**config.mk**
```make
export PLATFORM = sky130hd
export DESIGN_NAME = mem_stage_access
export DESIGN_NICKNAME = d
export VERILOG_FILES = /design/src/rtl/mem_stage_access.sv
export SDC_FILE = /design/constraint.sdc
export NUM_CORES = 1
export LEC_CHECK = 0
export ABC_CLOCK_PERIOD_IN_PS = 1500
export CAP_MARGIN = 5
export CORE_MARGIN = 4
export CORE_UTILIZATION = 38
export DETAILED_ROUTE_END_ITERATION = 7
export PLACE_DENSITY_LB_ADDON = 0.3
export RECOVER_POWER = 25
export SKIP_CTS_REPAIR_TIMING = 1
export SKIP_LAST_GASP = 1
export SYNTH_ARGS = -nofsm -noshare
export SYNTH_HDL_FRONTEND = slang
export SYNTH_SLANG_ARGS = --single-unit
```
**constraint.sdc**
```tcl
create_clock -name clk -period 1.5 [get_ports clk]
set_input_delay 0.15 -clock clk [delete_from_list [all_inputs] [get_ports clk]]
set_output_delay 0.15 -clock clk [all_outputs]
set_load 0.02 [all_outputs]
```
**src/rtl/mem_stage_access.sv**
```systemverilog
// mem_stage_access -- MEM stage of the pipelined MIPS core.
//
// Sits on the output of the EX/MEM register.  Non-memory instructions flow
// straight through to MEM/WB in one cycle.  Loads and stores hand one word
// access to a variable-latency data memory over a req/ack handshake.  The
// upstream pipeline is frozen (stall_m) until the access finishes.  MEM/WB
// gets bubbles while the stage is stalled.
//
// Optional build macro: MEM_TIMEOUT_EN -- abort an access that waits
// TIMEOUT_CYCLES cycles in REQ without ack.  The aborted access returns
// 32'hDEADBEEF and pulses mem_err.  With the macro undefined, REQ waits
// for ack indefinitely and mem_err is tied low.
//
// Ports
//   clk, reset                   clock, synchronous active-high reset
//   alu_result_m .. mem_write_m  EX/MEM fields (held stable while stall_m)
//   dmem_req/we/addr/wdata       request to data memory, held until ack
//   dmem_ack/rdata               one-cycle completion pulse and load data
//   stall_m                      freeze PC, IF/ID, ID/EX, EX/MEM
//   alu_result_w .. mem_to_reg_w MEM/WB register outputs
//   mem_err                      access-timeout pulse (RESP cycle only)
module mem_stage_access #(
  parameter int DMEM_AW        = 30,
  parameter int TIMEOUT_CYCLES = 255
) (
  input  logic               clk,
  input  logic               reset,
  input  logic [31:0]        alu_result_m,
  input  logic [31:0]        din_m,
  input  logic [4:0]         rd_or_rt_m,
  input  logic               reg_write_m,
  input  logic               mem_to_reg_m,
  input  logic               mem_write_m,
  output logic               dmem_req,
  output logic               dmem_we,
  output logic [DMEM_AW-1:0] dmem_addr,
  output logic [31:0]        dmem_wdata,
  input  logic               dmem_ack,
  input  logic [31:0]        dmem_rdata,
  output logic               stall_m,
  output logic [31:0]        alu_result_w,
  output logic [31:0]        read_data_w,
  output logic [4:0]         rd_or_rt_w,
  output logic               reg_write_w,
  output logic               mem_to_reg_w,
  output logic               mem_err
);

  typedef enum logic [1:0] {S_IDLE, S_REQ, S_RESP} state_t;

  state_t      state_q, state_d;
  logic [31:0] hold_q, hold_d;
  logic [31:0] alu_result_w_q, alu_result_w_d;
  logic [31:0] read_data_w_q, read_data_w_d;
  logic [4:0]  rd_or_rt_w_q, rd_or_rt_w_d;
  logic        reg_write_w_q, reg_write_w_d;
  logic        mem_to_reg_w_q, mem_to_reg_w_d;

  logic mem_op, in_req, timeout;

  assign mem_op = mem_write_m | mem_to_reg_m;
  assign in_req = (state_q == S_REQ);

  // Request side is purely combinational from state and the EX/MEM fields;
  // the fields cannot move while we stall, so the request stays stable.
  // A store that also has mem_to_reg set is still a store.
  assign stall_m    = in_req | ((state_q == S_IDLE) & mem_op);
  assign dmem_req   = in_req;
  assign dmem_we    = in_req & mem_write_m;
  assign dmem_addr  = in_req ? alu_result_m[DMEM_AW+1:2] : '0;
  assign dmem_wdata = in_req ? din_m : '0;

`ifdef MEM_TIMEOUT_EN
  localparam int CNT_RAW = $clog2(TIMEOUT_CYCLES + 1);
  localparam int CNT_W   = (CNT_RAW > 8) ? CNT_RAW : 8;

  logic [CNT_W-1:0] cnt_q, cnt_d;
  logic             mem_err_q, mem_err_d;

  // Counter holds the number of ack-less REQ cycles already spent.  The
  // abort fires on the cycle that would make it reach TIMEOUT_CYCLES, so
  // the request is held for exactly TIMEOUT_CYCLES cycles.  An ack in that
  // same cycle wins.
  assign timeout = in_req & ~dmem_ack & (cnt_q == CNT_W'(TIMEOUT_CYCLES - 1));

  always_comb begin
    cnt_d     = cnt_q;
    mem_err_d = timeout;
    if (state_q == S_IDLE)   cnt_d = '0;
    else if (in_req & ~dmem_ack) cnt_d = cnt_q + CNT_W'(1);
  end

  always_ff @(posedge clk) begin
    if (reset) begin
      cnt_q     <= '0;
      mem_err_q <= 1'b0;
    end else begin
      cnt_q     <= cnt_d;
      mem_err_q <= mem_err_d;
    end
  end

  assign mem_err = mem_err_q;
`else
  localparam int unused_timeout_cycles = TIMEOUT_CYCLES;
  assign timeout = 1'b0;
  assign mem_err = 1'b0;
`endif

  always_comb begin
    state_d        = state_q;
    hold_d         = hold_q;
    // Bubble unless an instruction retires from this stage this cycle.
    alu_result_w_d = '0;
    read_data_w_d  = '0;
    rd_or_rt_w_d   = '0;
    reg_write_w_d  = 1'b0;
    mem_to_reg_w_d = 1'b0;
    case (state_q)
      S_IDLE: begin
        if (mem_op) begin
          state_d = S_REQ;
        end else begin
          alu_result_w_d = alu_result_m;
          rd_or_rt_w_d   = rd_or_rt_m;
          reg_write_w_d  = reg_write_m;
        end
      end
      S_REQ: begin
        if (dmem_ack) begin
          hold_d  = dmem_rdata;
          state_d = S_RESP;
        end else if (timeout) begin
          hold_d  = 32'hDEAD_BEEF;
          state_d = S_RESP;
        end
      end
      S_RESP: begin
        alu_result_w_d = alu_result_m;
        rd_or_rt_w_d   = rd_or_rt_m;
        reg_write_w_d  = reg_write_m;
        mem_to_reg_w_d = mem_to_reg_m;
        read_data_w_d  = mem_write_m ? 32'h0 : hold_q;
        state_d        = S_IDLE;
      end
      default: state_d = S_IDLE;
    endcase
  end

  always_ff @(posedge clk) begin
    if (reset) begin
      state_q        <= S_IDLE;
      hold_q         <= '0;
      alu_result_w_q <= '0;
      read_data_w_q  <= '0;
      rd_or_rt_w_q   <= '0;
      reg_write_w_q  <= 1'b0;
      mem_to_reg_w_q <= 1'b0;
    end else begin
      state_q        <= state_d;
      hold_q         <= hold_d;
      alu_result_w_q <= alu_result_w_d;
      read_data_w_q  <= read_data_w_d;
      rd_or_rt_w_q   <= rd_or_rt_w_d;
      reg_write_w_q  <= reg_write_w_d;
      mem_to_reg_w_q <= mem_to_reg_w_d;
    end
  end

  assign alu_result_w = alu_result_w_q;
  assign read_data_w  = read_data_w_q;
  assign rd_or_rt_w   = rd_or_rt_w_q;
  assign reg_write_w  = reg_write_w_q;
  assign mem_to_reg_w = mem_to_reg_w_q;

endmodule
```
==> impl_metrics.py <==
metrics = {
    "outcome": {
        "status": "finished, violations left",
        "failed_checks": "negative setup slack",
    },
    "sta": {
        "final-max-slew-violation-count": 0,
        "fin_ws_ns": -0.1037,
        "rsz0062_at_grt": "true",
        "worst_slew_margin_rel_pct": 62.76,
        "layout_min_cycle_time_ns": 1.604,
        "hold_slack_ns": 0.04574,
        "fmax_mhz": 623.5,
        "tightest_slew_ns": 0.5586,
        "skew_ns": 0.01225,
        "hold_viol": 0,
        "fin_crit_sh_pct": 106.9,
        "setup_violations": 65,
    },
    "setup_path": {
        "path_delay_family": "buffers and inverters",
        "cp_num_cells": 4,
        "reg2reg_slack_ns": 0,
        "timing.rr.end": "alu_result_w[8]",
        "crit_path_cell_trace": "nor2b_4, clkbuf_16, and2_1, clkbuf_2",
        "cp_data_arrival_time_ns": 1.45,
        "critPathMaxFanout": 25,
        "reg2reg_from": "state_q[0]",
        "crit_type": "register to output port",
        "cp-startpoint": "state_q[0]",
        "critPathLaunchType": "register",
        "r2r_cells": 4,
        "critPathSlowestCell": "dfxtp_1",
        "crit_end": "dmem_wdata[31]",
        "cp_data_required_time_ns": 1.35,
        "cpPeakStageDelay_ns": 0.34,
        "cp_num_buf_inv": 2,
        "worstSetupEndpointType": "output port",
    },
    "grt": {
        "met1_usage_pct": 20.70,
        "grt_overflow": 0,
        "use_met2_pct": 31.03,
        "antenna_found_initial": 0,
        "grt_first_pass_wirelength_mm": 18.14,
        "grt_usage_pct": 18.06,
        "grt_pass1_vias": 3311,
        "grt_max_degree": 65,
        "grt_use_met3_pct": 6.523,
        "grt.busiest_layer": "met2",
    },
    "drt": {
        "avgViaCountPerCell": 4.436,
        "drc": 0,
        "drtPass1Iterations": 4,
        "wl_per_cell_um": 15.97,
        "drt-total-wl_mm": 12.14,
        "vias": 3371,
        "final_antenna_net_count": 0,
        "first_iter_violations": 85,
    },
    "cts": {
        "ctsRootBufferMaster": "clkbuf_8",
        "cts_tree": "built",
        "cts_made_buffers": 9,
        "cts_buffer_depth": 2,
        "clock_latency_ns": 0.36,
        "cts_sinks": 105,
        "htreeDepth": 3,
        "path_clk_slew_ns": 0.10,
    },
    "die": {
        "dieArea_um2": 12610,
        "die_x_um": 112.3,
        "core_area_um2": 10460,
        "core.rowCount": 37,
        "start_util_pct": 39.50,
        "die-height_um": 112.3,
        "pin_count": 244,
    },
    "layout": {
        "fillers": 931,
        "final_cells": 760,
        "fin_nets": 725,
        "drive_above_1_share_pct": 20.71,
        "area_delta_synth_final_pct": 55.25,
        "layout_commonest_cell": "clkdlybuf4s50_1",
        "final_util_pct": 61.32,
        "seq_area_um2": 2102,
        "multi_input_area_um2": 1804,
        "mostFrequentLayoutCells": "154 x clkdlybuf4s50_1, 105 x dfxtp_1, 95 x and2_1, 66 x clkbuf_2, 64 x nand2b_1",
    },
    "pwr": {
        "power_density_nw_per_um2": 885.4,
        "ir_drop_uv": 592.9,
        "power.total_mw": 5.681,
        "cellLeakagePower_nw": 2.552,
    },
    "synthesis": {
        "synth_cell_types": 22,
        "async_flop_share_pct": 0,
        "syn_area_um2": 4133,
        "synth_flop_cell": "dfxtp_1",
        "synthCells": 375,
        "synth_edf_count": 0,
        "synth_seq_cells": 105,
        "synth_seq_area_share_pct": 50.86,
        "synth_fp_nets": 482,
        "syn_avg_cell_area_um2": 11.02,
        "ys_warn_count": 0,
    },
    "place": {
        "dp_cells": 742,
        "place.gp.congestion": 0.8495,
        "hpwl_mm": 9.092,
        "place_ws_ns": -0.1583,
        "io_buffers": 242,
    },
    "job": {
        "maxCapViolations": 0,
    },
    "min_path": {
        "hold_class": "input pin to register",
    },
}
-- synthesized netlist by cell type, drive strengths merged, types with 2 or more instances --
cell type	instances	share of area, %
dfxtp	105	51
and2	95	14
nand2b	64	9.7
nor3b	38	9.3
mux2i	32	7.8
buf	20	4.6
clkbuf	10	1.0
nor2b	2	0.30
-- state kept, by name, summed over array words and instances (netlist names) --
register	count
rd_or_rt_w	5
alu_result_w	32
reg_write_w	1
read_data_w	32
hold_q	32
mem_to_reg_w	1
state_q	2
-- how the worst min path moves through the flow --
stage / from / end / slack [ns] / cells after the start
6_report: reset / state_q[1] / 0.05 / 2
4_1_cts: reset / state_q[1] / 0.04 / 2
3_3_place_gp: reset / state_q[1] / 0.42 / 2
2_1_floorplan: dmem_ack / state_q[0] / 0.25 / 1
5_1_grt: reset / state_q[0] / 0.03 / 2
3_5_place_dp: reset / state_q[0] / 0.44 / 2
-- cell families after synthesis --
group                  count (synthesis)  synth area share (%)
buffers and inverters                 30                 5.601
flip-flops                           105                 50.86
multiplexers                          32                 7.751
AND/OR/NAND/NOR                      205                 35.09
AO/OA/AOI/OAI                          2                0.6054
other                                  1               0.09074
-- metal layers --
| metal | vias up | wire (µm) |
|---|---|---|
| met1 | 1552 | 4831 |
| met2 | 134 | 6132 |
| met5 | - | 0 |
| met3 | 14 | 1019 |
| met4 | 0 | 157 |
| li1 | 1671 | - |
-- through the flow --
stage / TNS [ns] / area, µm²
after global placement: -8.185 / 6685
final: -4.119 / 6416
after CTS: -35.09 / 6874
after detailed placement: -9.640 / 6685
after global routing: -12.21 / 6414
after floorplan: 0 / 4133
-- area by class of cell --
type	count	share of cell area, %
well taps	136	2.652
flip-flops and latches	105	32.76
multi-input cells	240	28.12
diodes	1	0.03900
repair buffers	262	33.48
clock buffers	10	2.145
clock inverters	6	0.7995
-- where the power goes --
part | total, mW | switching (mW) | internal [mW]
sequential | 2.89 | 0.0284 | 2.87
combinational | 1.14 | 0.545 | 0.592
clock | 1.65 | 0.976 | 0.674
Power figures use the tool's default switching activity.
